==> config.mk <==
export PLATFORM = sky130hd
export DESIGN_NAME = pool_window_gather
export DESIGN_NICKNAME = d
export VERILOG_FILES = /design/src/rtl/cnn_pkg.sv /design/src/rtl/pool_win_fill.sv /design/src/rtl/pool_window_gather.sv
export SDC_FILE = /design/constraint.sdc
export NUM_CORES = 2
export LEC_CHECK = 0
export BUFFER_PORTS_ARGS = -buffer_cell sky130_fd_sc_hd__buf_2
export CORE_MARGIN = 8
export CORE_UTILIZATION = 40
export DETAILED_ROUTE_END_ITERATION = 10
export GPL_ROUTABILITY_DRIVEN = 0
export SETUP_SLACK_MARGIN = 0.02
export SYNTH_ARGS = -nofsm -noshare
export SYNTH_HDL_FRONTEND = slang
export SYNTH_SLANG_ARGS = --single-unit
==> constraint.sdc <==
create_clock -name clk -period 2.9 [get_ports clk]
set_input_delay 0.58 -clock clk [delete_from_list [all_inputs] [get_ports clk]]
set_output_delay 0.58 -clock clk [all_outputs]
set_load 0.02 [all_outputs]
==> src/rtl/cnn_pkg.sv <==
// Shared types and constants for the CNN pooling front end.
// The window bank is indexed [channel][slot], and slot 0 holds the oldest sample.
package cnn_pkg;

   localparam int CH  = 16;
   localparam int WIN = 5;
   localparam int DW  = 8;
   localparam int CW  = (WIN > 1) ? $clog2(WIN) : 1;

   typedef logic [DW-1:0]     sample_t;
   typedef sample_t [CH-1:0]  chan_vec_t;
   typedef sample_t [WIN-1:0] window_t;
   typedef window_t [CH-1:0]  win_bank_t;

   localparam sample_t   PAD      = '0;
   localparam win_bank_t PAD_BANK = {(CH*WIN){PAD}};

   // Returns 1 when a fill count sits on the last slot of a window.
   function automatic logic at_last_slot(input logic [CW-1:0] cnt);
      return cnt == CW'(WIN - 1);
   endfunction

endpackage

==> src/rtl/pool_win_fill.sv <==
// Fill buffer and slot counter for one pooling window.
// When a beat completes the window, this block presents the finished bank combinationally.
module pool_win_fill
   import cnn_pkg::*;
(
   input  logic            clk,
   input  logic            rst,
   input  logic            accept,
   input  chan_vec_t       in_data,
   input  logic            in_last,
   output logic            last_slot,
   output logic            done,
   output win_bank_t       done_bank
);

   logic [CW-1:0] cnt;
   win_bank_t     fill_buf;

   assign last_slot = at_last_slot(cnt);
   assign done      = accept & (last_slot | in_last);

   // The completing beat is merged in here, so the output register can load the whole window in one edge.
   always_comb begin
      done_bank = fill_buf;
      for (int c = 0; c < CH; c++) begin
         for (int j = 0; j < WIN; j++) begin
            if (CW'(j) == cnt)
               done_bank[c][j] = in_data[c];
            else if (CW'(j) > cnt)
               done_bank[c][j] = PAD;
         end
      end
   end

   always_ff @(posedge clk or negedge rst) begin
      if (!rst) begin
         cnt      <= '0;
         fill_buf <= PAD_BANK;
      end else if (accept) begin
         if (done) begin
            cnt      <= '0;
            fill_buf <= PAD_BANK;
         end else begin
            cnt <= cnt + 1'b1;
            for (int c = 0; c < CH; c++) begin
               for (int j = 0; j < WIN; j++) begin
                  if (CW'(j) == cnt)
                     fill_buf[c][j] <= in_data[c];
               end
            end
         end
      end
   end

endmodule

==> src/rtl/pool_window_gather.sv <==
// Gathers WIN consecutive 16-channel samples into non-overlapping windows for the max-pool stage.
// The output register is double-buffered against the fill buffer, so partial fills continue while the consumer stalls.
module pool_window_gather
   import cnn_pkg::*;
(
   input  logic       clk,
   input  logic       rst,
   input  logic       in_valid,
   output logic       in_ready,
   input  chan_vec_t  in_data,
   input  logic       in_last,
   output logic       out_valid,
   input  logic       out_ready,
   output win_bank_t  out_win,
   output logic       out_last,
   output logic [7:0] win_count
);

   logic      accept;
   logic      drain;
   logic      last_slot;
   logic      done;
   win_bank_t done_bank;

   // Input is blocked only when this beat would complete a window and the output register has nowhere to go.
   assign in_ready = !(out_valid & !out_ready & (last_slot | in_last));
   assign accept   = in_valid & in_ready;
   assign drain    = out_valid & out_ready;

   pool_win_fill u_fill (
      .clk       (clk),
      .rst       (rst),
      .accept    (accept),
      .in_data   (in_data),
      .in_last   (in_last),
      .last_slot (last_slot),
      .done      (done),
      .done_bank (done_bank)
   );

   // A completing beat reloads the register even while it drains, so consecutive windows have no bubble.
   always_ff @(posedge clk or negedge rst) begin
      if (!rst) begin
         out_win   <= PAD_BANK;
         out_valid <= 1'b0;
         out_last  <= 1'b0;
      end else if (done) begin
         out_win   <= done_bank;
         out_valid <= 1'b1;
         out_last  <= in_last;
      end else if (drain) begin
         out_valid <= 1'b0;
         out_last  <= 1'b0;
      end
   end

   always_ff @(posedge clk or negedge rst) begin
      if (!rst)
         win_count <= 8'd0;
      else if (drain) begin
         if (out_last)
            win_count <= 8'd0;
         else if (win_count != 8'hFF)
            win_count <= win_count + 8'd1;
      end
   end

endmodule

Word-level counts from Yosys, hierarchy flattened --
Index checks and enable logic that the tools add are counted.
Operators by class: bitwise gates (word level) 6, mux-type cells 247, equal/unequal tests 6, reduce and logical (&&, ||, !) cells 16, add/sub/neg operators 2, $lt $le $gt $ge 5
Operator list (number):
- 2-to-1 mux 8 bit | 242
- 2-to-1 mux 640 bit | 1
- nonzero test 2 bit | 7
- AND reduction 2 bit | 6
- adder 8 x 1 -> 8 bit (second input constant) | 1
- inequality test 8 bit (second input constant) | 1
- equality test 2 x 3 -> 1 bit (first input constant) | 2
- > comparator 1 x 3 -> 1 bit (first input constant) | 2
- > comparator 2 x 3 -> 1 bit (first input constant) | 2
- bitwise AND 1 bit | 5
- adder 3 x 1 -> 3 bit (second input constant) | 1
- equality test 1 x 3 -> 1 bit (first input constant) | 1
- equality test 3 bit (first input constant) | 1
- equality test 3 bit (second input constant) | 1
- > comparator 3 bit (first input constant) | 1
- logical NOT 3 bit | 1
- 2-to-1 mux 1 bit | 3
- 2-to-1 mux 3 bit | 1
- logical NOT 1 bit | 2
- OR 1 bit | 1
Storage, ports and cells: logic and storage cells 446, flip-flop bits (word level) 1293, bits of input ports 133, output and inout port bits 651

Depth between registers and ports, before layout --
depth after elaboration 8, gate-level depth with buffers 13, mapped depth without buffers 6

Hierarchy --
Synthesis repeated with hierarchy kept, for this count alone.
Unflattened totals: cells, all modules 4569, area, all modules 56336.5 µm²
Modules (own cells, without submodules):
- pool_win_fill | area each 31006.0 µm², times used 1, sequential area each 16090.4 µm², cells an instance 3155
- pool_window_gather | area each 25330.5 µm², times used 1, sequential area each 16265.6 µm², cells an instance 1414

Worst setup path before layout --
No wires, ideal clock.
path type flip-flop to flip-flop, from register u_fill.cnt[0], to register u_fill.fill_buf[104] (netlist bit), buffers on the path 5, data required time 2775 ps, slack 59 ps, setup time 125 ps, stages on the path, launching flop included 12, arrival 2716 ps, clock period less this slack 2841 ps, cells stage by stage dfrtp_1 -> buf_2 -> clkbuf_1 -> clkbuf_1 -> inv_1 -> ha_1 -> a21oi_2 -> or2_1 -> o311a_1 -> buf_4 -> buf_6 -> mux2_4
On the way: longest elaborated chain between the ends 8, elaborated cells between the ends (all ways) 10, classes of those cells 2 x eq/ne; 1 x mux; 4 x bitwise; 3 x reduce/logical
Ends and longest elaborated chain:
- start, declared | RTL line pool_win_fill.sv:16 | logic [CW-1:0] cnt;
- start signal, assigned | RTL line pool_win_fill.sv:44 | cnt <= cnt + 1'b1;
- equality test 3 bit (*) | RTL line cnn_pkg.sv:20 | return cnt == CW'(WIN - 1);
- OR 1 bit (*) | RTL line pool_window_gather.sv:26 | assign in_ready = !(out_valid & !out_ready & (last_slot | in_last));
- bitwise AND 1 bit (*) | RTL line pool_window_gather.sv:26
- logical NOT 1 bit (*) | RTL line pool_window_gather.sv:26
- named net in_ready | RTL line pool_window_gather.sv:9 | output logic in_ready,
- bitwise AND 1 bit (*) | RTL line pool_window_gather.sv:27 | assign accept = in_valid & in_ready;
- bitwise AND 1 bit | RTL line pool_win_fill.sv:20 | assign done = accept & (last_slot | in_last);
- nonzero test 2 bit (no source line)
- AND reduction 2 bit (no source line)
- end signal, assigned by index | RTL line pool_win_fill.sv:48 | fill_buf[c][j] <= in_data[c];
- end, declared | RTL line pool_win_fill.sv:17 | win_bank_t fill_buf;
The timed path passes the listed nets; every way through them passes the cells marked *. A chain may end at the register's enable or synchronous reset.

Final worst setup path --
from register u_fill.cnt[0], to output in_ready
On the way: longest elaborated chain between the ends 4
Ends and longest elaborated chain (RTL line):
- equality test 3 bit | cnn_pkg.sv:20
- OR 1 bit | pool_window_gather.sv:26
- bitwise AND 1 bit | pool_window_gather.sv:26
- logical NOT 1 bit | pool_window_gather.sv:26
- end, declared | pool_window_gather.sv:9
Every way passes these cells.

==> results.cfg <==
[sta]
setup_viol = 0
tightest_slew_ns = 1.11
maxSlewHeadroom = 0.259
tns_ns = 0
min_period_ns = 2.77
skew_ns = 0.0227
rsz0062_at_grt = no
fmax_mhz = 361
final_max_slew_viol_count = 0
hold_violations = 0
layout_worst_path_cycle_share = 0.955

[synthesis]
postSynthCellCount = 4576
seq_area_frac_synth = 0.608
synth_top_area_cell = dfrtp_1
synth_area_um2 = 53200
synth_area_leaders = dfrtp_1 (61%), a221oi_1 (8.4%), mux2_2 (8.3%)
ys_ff_latch = 1293
postSynthAreaPerCell_um2 = 11.6
synth_flop_cell = dfrtp_1
synth_edf_count = 0
async_flop_share = 1.00
ys_warn_count = 0
ys_types = 44
syn-num-nets = 4713
synth_top_area_frac = 0.608

[setup_path]
crit_arrival_ns = 2.19
critical_path_depth = 5
setup.worst_path.end = in_ready
r2r-end = u_fill.fill_buf[529]$_DFFE_PN0P_
r2r-start = u_fill.cnt[0]$_DFFE_PN0P_
cp_max_fo = 8
r2r_cells = 8
cp_slowest_cell = dfrtp_4
crit_buf_inv = 2
r2r_slack_ns = 0.40
slowest_delay_ns = 0.51
crit_type = reg2out
crit_chain = inv_1 -> ha_4 -> a21oi_4 -> or2_1 -> buf_2
crit_path_start_kind = flop
cp-startpoint = u_fill.cnt[0]$_DFFE_PN0P_
cpLargestDelayFamily = flip-flops
cp.required_ns = 2.32
critPathCaptureType = primary output

[finish]
final_area_um2 = 64400
drive_gt1_frac = 0.312
synthToLayoutAreaGrowth_pct = 21.1
layout.nets = 5412
utilization = 0.485

[grt]
grt_max_degree = 129
grt.overflow.total = 0
grt_usage = 0.243
grt_pass1_vias = 41700
antenna_found_initial = 11
grt_pass1_wl_mm = 275

[pwr]
p_total_mw = 67.3
leakagePower_nw = 29.2
vdd_drop_max_v = 0.000764
power_density_nw_per_um2 = 1040

[hold_path]
hp-class = in2reg

[clock_tree]
clock-sinks = 1293
numCtsBuffers = 142
h-tree-depth = 4
cts_root_buf = clkbuf_16
clk_transition_reported_paths_ns = 0.06
cts_max_path_buffers = 3
cts_tree = yes
clk-insertion-delay-late_ns = 0.78

[drt]
drc_errors = 0
num_vias = 40500
firstDrtPassIters = 5
drt-initial-drc-count = 3141
drt-wirelength-per-cell_um = 25.3
routed_wl_mm = 181
via_per_inst = 5.65
postRouteAntennaNets = 0

[placed_design]
io_buffers = 783
dp_hpwl_mm = 119
place_area_um2 = 59800

[die]
die_w_um = 381
io_pins = 784
core_area_um2 = 133000
initial_utilization = 0.401
die_h_um = 381
die-area_um2 = 145000
std_cell_rows = 134

[status]
outcome = completed

[job]
max-cap-violations = 0
[power breakdown]
part / switching [mW] / internal [mW]
combinational: 14.0 / 7.76
sequential: 3.93 / 23.6
clock: 7.54 / 10.4
total: 25.5 / 41.8
[cell type report]
cell class / instances / area (um^2)
inverters: 2 / 7.51
diodes: 6 / 15.0
flip-flops and latches: 1293 / 32400
repair buffers: 941 / 6060
clock inverters: 41 / 503
multi-input cells: 2895 / 19200
clock buffers: 213 / 4090
fillers: 12200 / 68400
well taps: 1768 / 2210
[cells in the mapped netlist (all sizes together), types with 2 or more instances]
library cell	number
dfrtp	1293
nor2	1166
mux2	514
a221oi	512
and2	259
clkbuf	203
buf	183
nand2	139
nand3	132
a31oi	128
a21oi	7
ha	4
nor2b	3
o21ai	3
or2	3
or4	3
and3	2
and3b	2
inv	2
nand2b	2
o211ai	2
[timing repair]
| item | in CTS | in global routing |
|---|---|---|
| hold buffers | 1 | 0 |
| hold endpoints to repair | 33 | 0 |
| endpoints found under the setup margin | 1 | 1 |
| resized for setup | 3 | 1 |
| setup buffers | 0 | 0 |
[cells in the final DEF (no fill, tap or decap), drive strengths merged]
cell type	netlist	final
a211o	1	1
a211oi	1	1
a21oi	7	7
a221oi	512	512
a31oi	128	128
a32o	1	1
and2	259	259
and3	2	2
and3b	2	2
and4	1	1
buf	183	940
bufinv	0	7
clkbuf	203	213
clkinv	0	24
clkinvlp	0	3
dfrtp	1293	1293
diode	0	6
dlygate4sd3	0	1
ha	4	4
inv	2	9
mux2	514	514
mux2i	1	1
nand2	139	139
nand2b	2	2
nand3	132	132
nor2	1166	1166
nor2b	3	3
nor3	1	1
nor4	1	1
o211ai	2	2
o21ai	3	3
o21ba	1	1
o21bai	1	1
o221ai	1	1
o22a	1	1
o2bb2ai	1	1
o311a	1	1
or2	3	3
or4	3	3
xor2	1	1
[through the flow]
| step | hold slack (ns) | setup WS, ns | cells |
|---|---|---|---|
| 2_1_floorplan | 0.284 | 0.0588 | 4576 |
| 3_3_place_gp | 0.469 | 0.208 | 6898 |
| 3_5_place_dp | 0.472 | 0.153 | 6898 |
| 4_1_cts | 0.0634 | 0.0216 | 7153 |
| 5_1_grt | 0.103 | 0.0490 | 7159 |
| 6_report | 0.149 | 0.130 | 7159 |
[kinds of logic (layout without fill, tap and decap cells)]
family | count (synthesis) | after routing | share of synthesized area
buf+inv | 388 | 1197 | 0.0340
compound gates | 661 | 661 | 0.102
flops | 1293 | 1293 | 0.608
other cells | 0 | 6 | 0
simple gates | 1714 | 1714 | 0.137
mux | 515 | 515 | 0.117
xor+xnor | 1 | 1 | 0.000165
fa+ha+maj | 4 | 4 | 0.000941
[worst reg2reg max path, delay by kind of cell (launching register included)]
| family | cells | cell delay (ns) |
|---|---|---|
| AOI/OAI and AO/OA | 3 | 0.76 |
| adders and majority gates | 1 | 0.20 |
| muxes | 1 | 0.38 |
| DFF | 1 | 0.45 |
| buffers and inverters | 3 | 0.59 |
[state kept, by name (all words and copies together), names as in the netlist]
signal           cells
out_last             1
u_fill.cnt           3
u_fill.fill_buf    640
out_valid            1
out_win            640
win_count            8
[worst min-delay path by stage]
stage                     cells after the start  slack, ns                              from                          endpoint
after floorplan                               0       0.28                               rst              out_last$_DFFE_PN0P_
after global placement                        1       0.47   u_fill.fill_buf[78]$_DFFE_PN0P_   u_fill.fill_buf[78]$_DFFE_PN0P_
after detailed placement                      1       0.47  u_fill.fill_buf[274]$_DFFE_PN0P_  u_fill.fill_buf[274]$_DFFE_PN0P_
after CTS                                     3       0.06                       in_data[19]           out_win[91]$_DFFE_PN0P_
after global routing                          3       0.10                      in_data[125]          out_win[613]$_DFFE_PN0P_
final                                         3       0.15                       in_data[19]           out_win[91]$_DFFE_PN0P_
[layer usage]
layer	GRT usage	vias up	wire length [um]	part of all wire
li1	-	17600	-	-
met1	0.320	21100	76400	0.42
met2	0.391	1522	85600	0.47
met3	0.0536	335	12000	0.066
met4	0.0960	0	7060	0.039
met5	0	-	0	0
(Power assumes the default switching activity.)
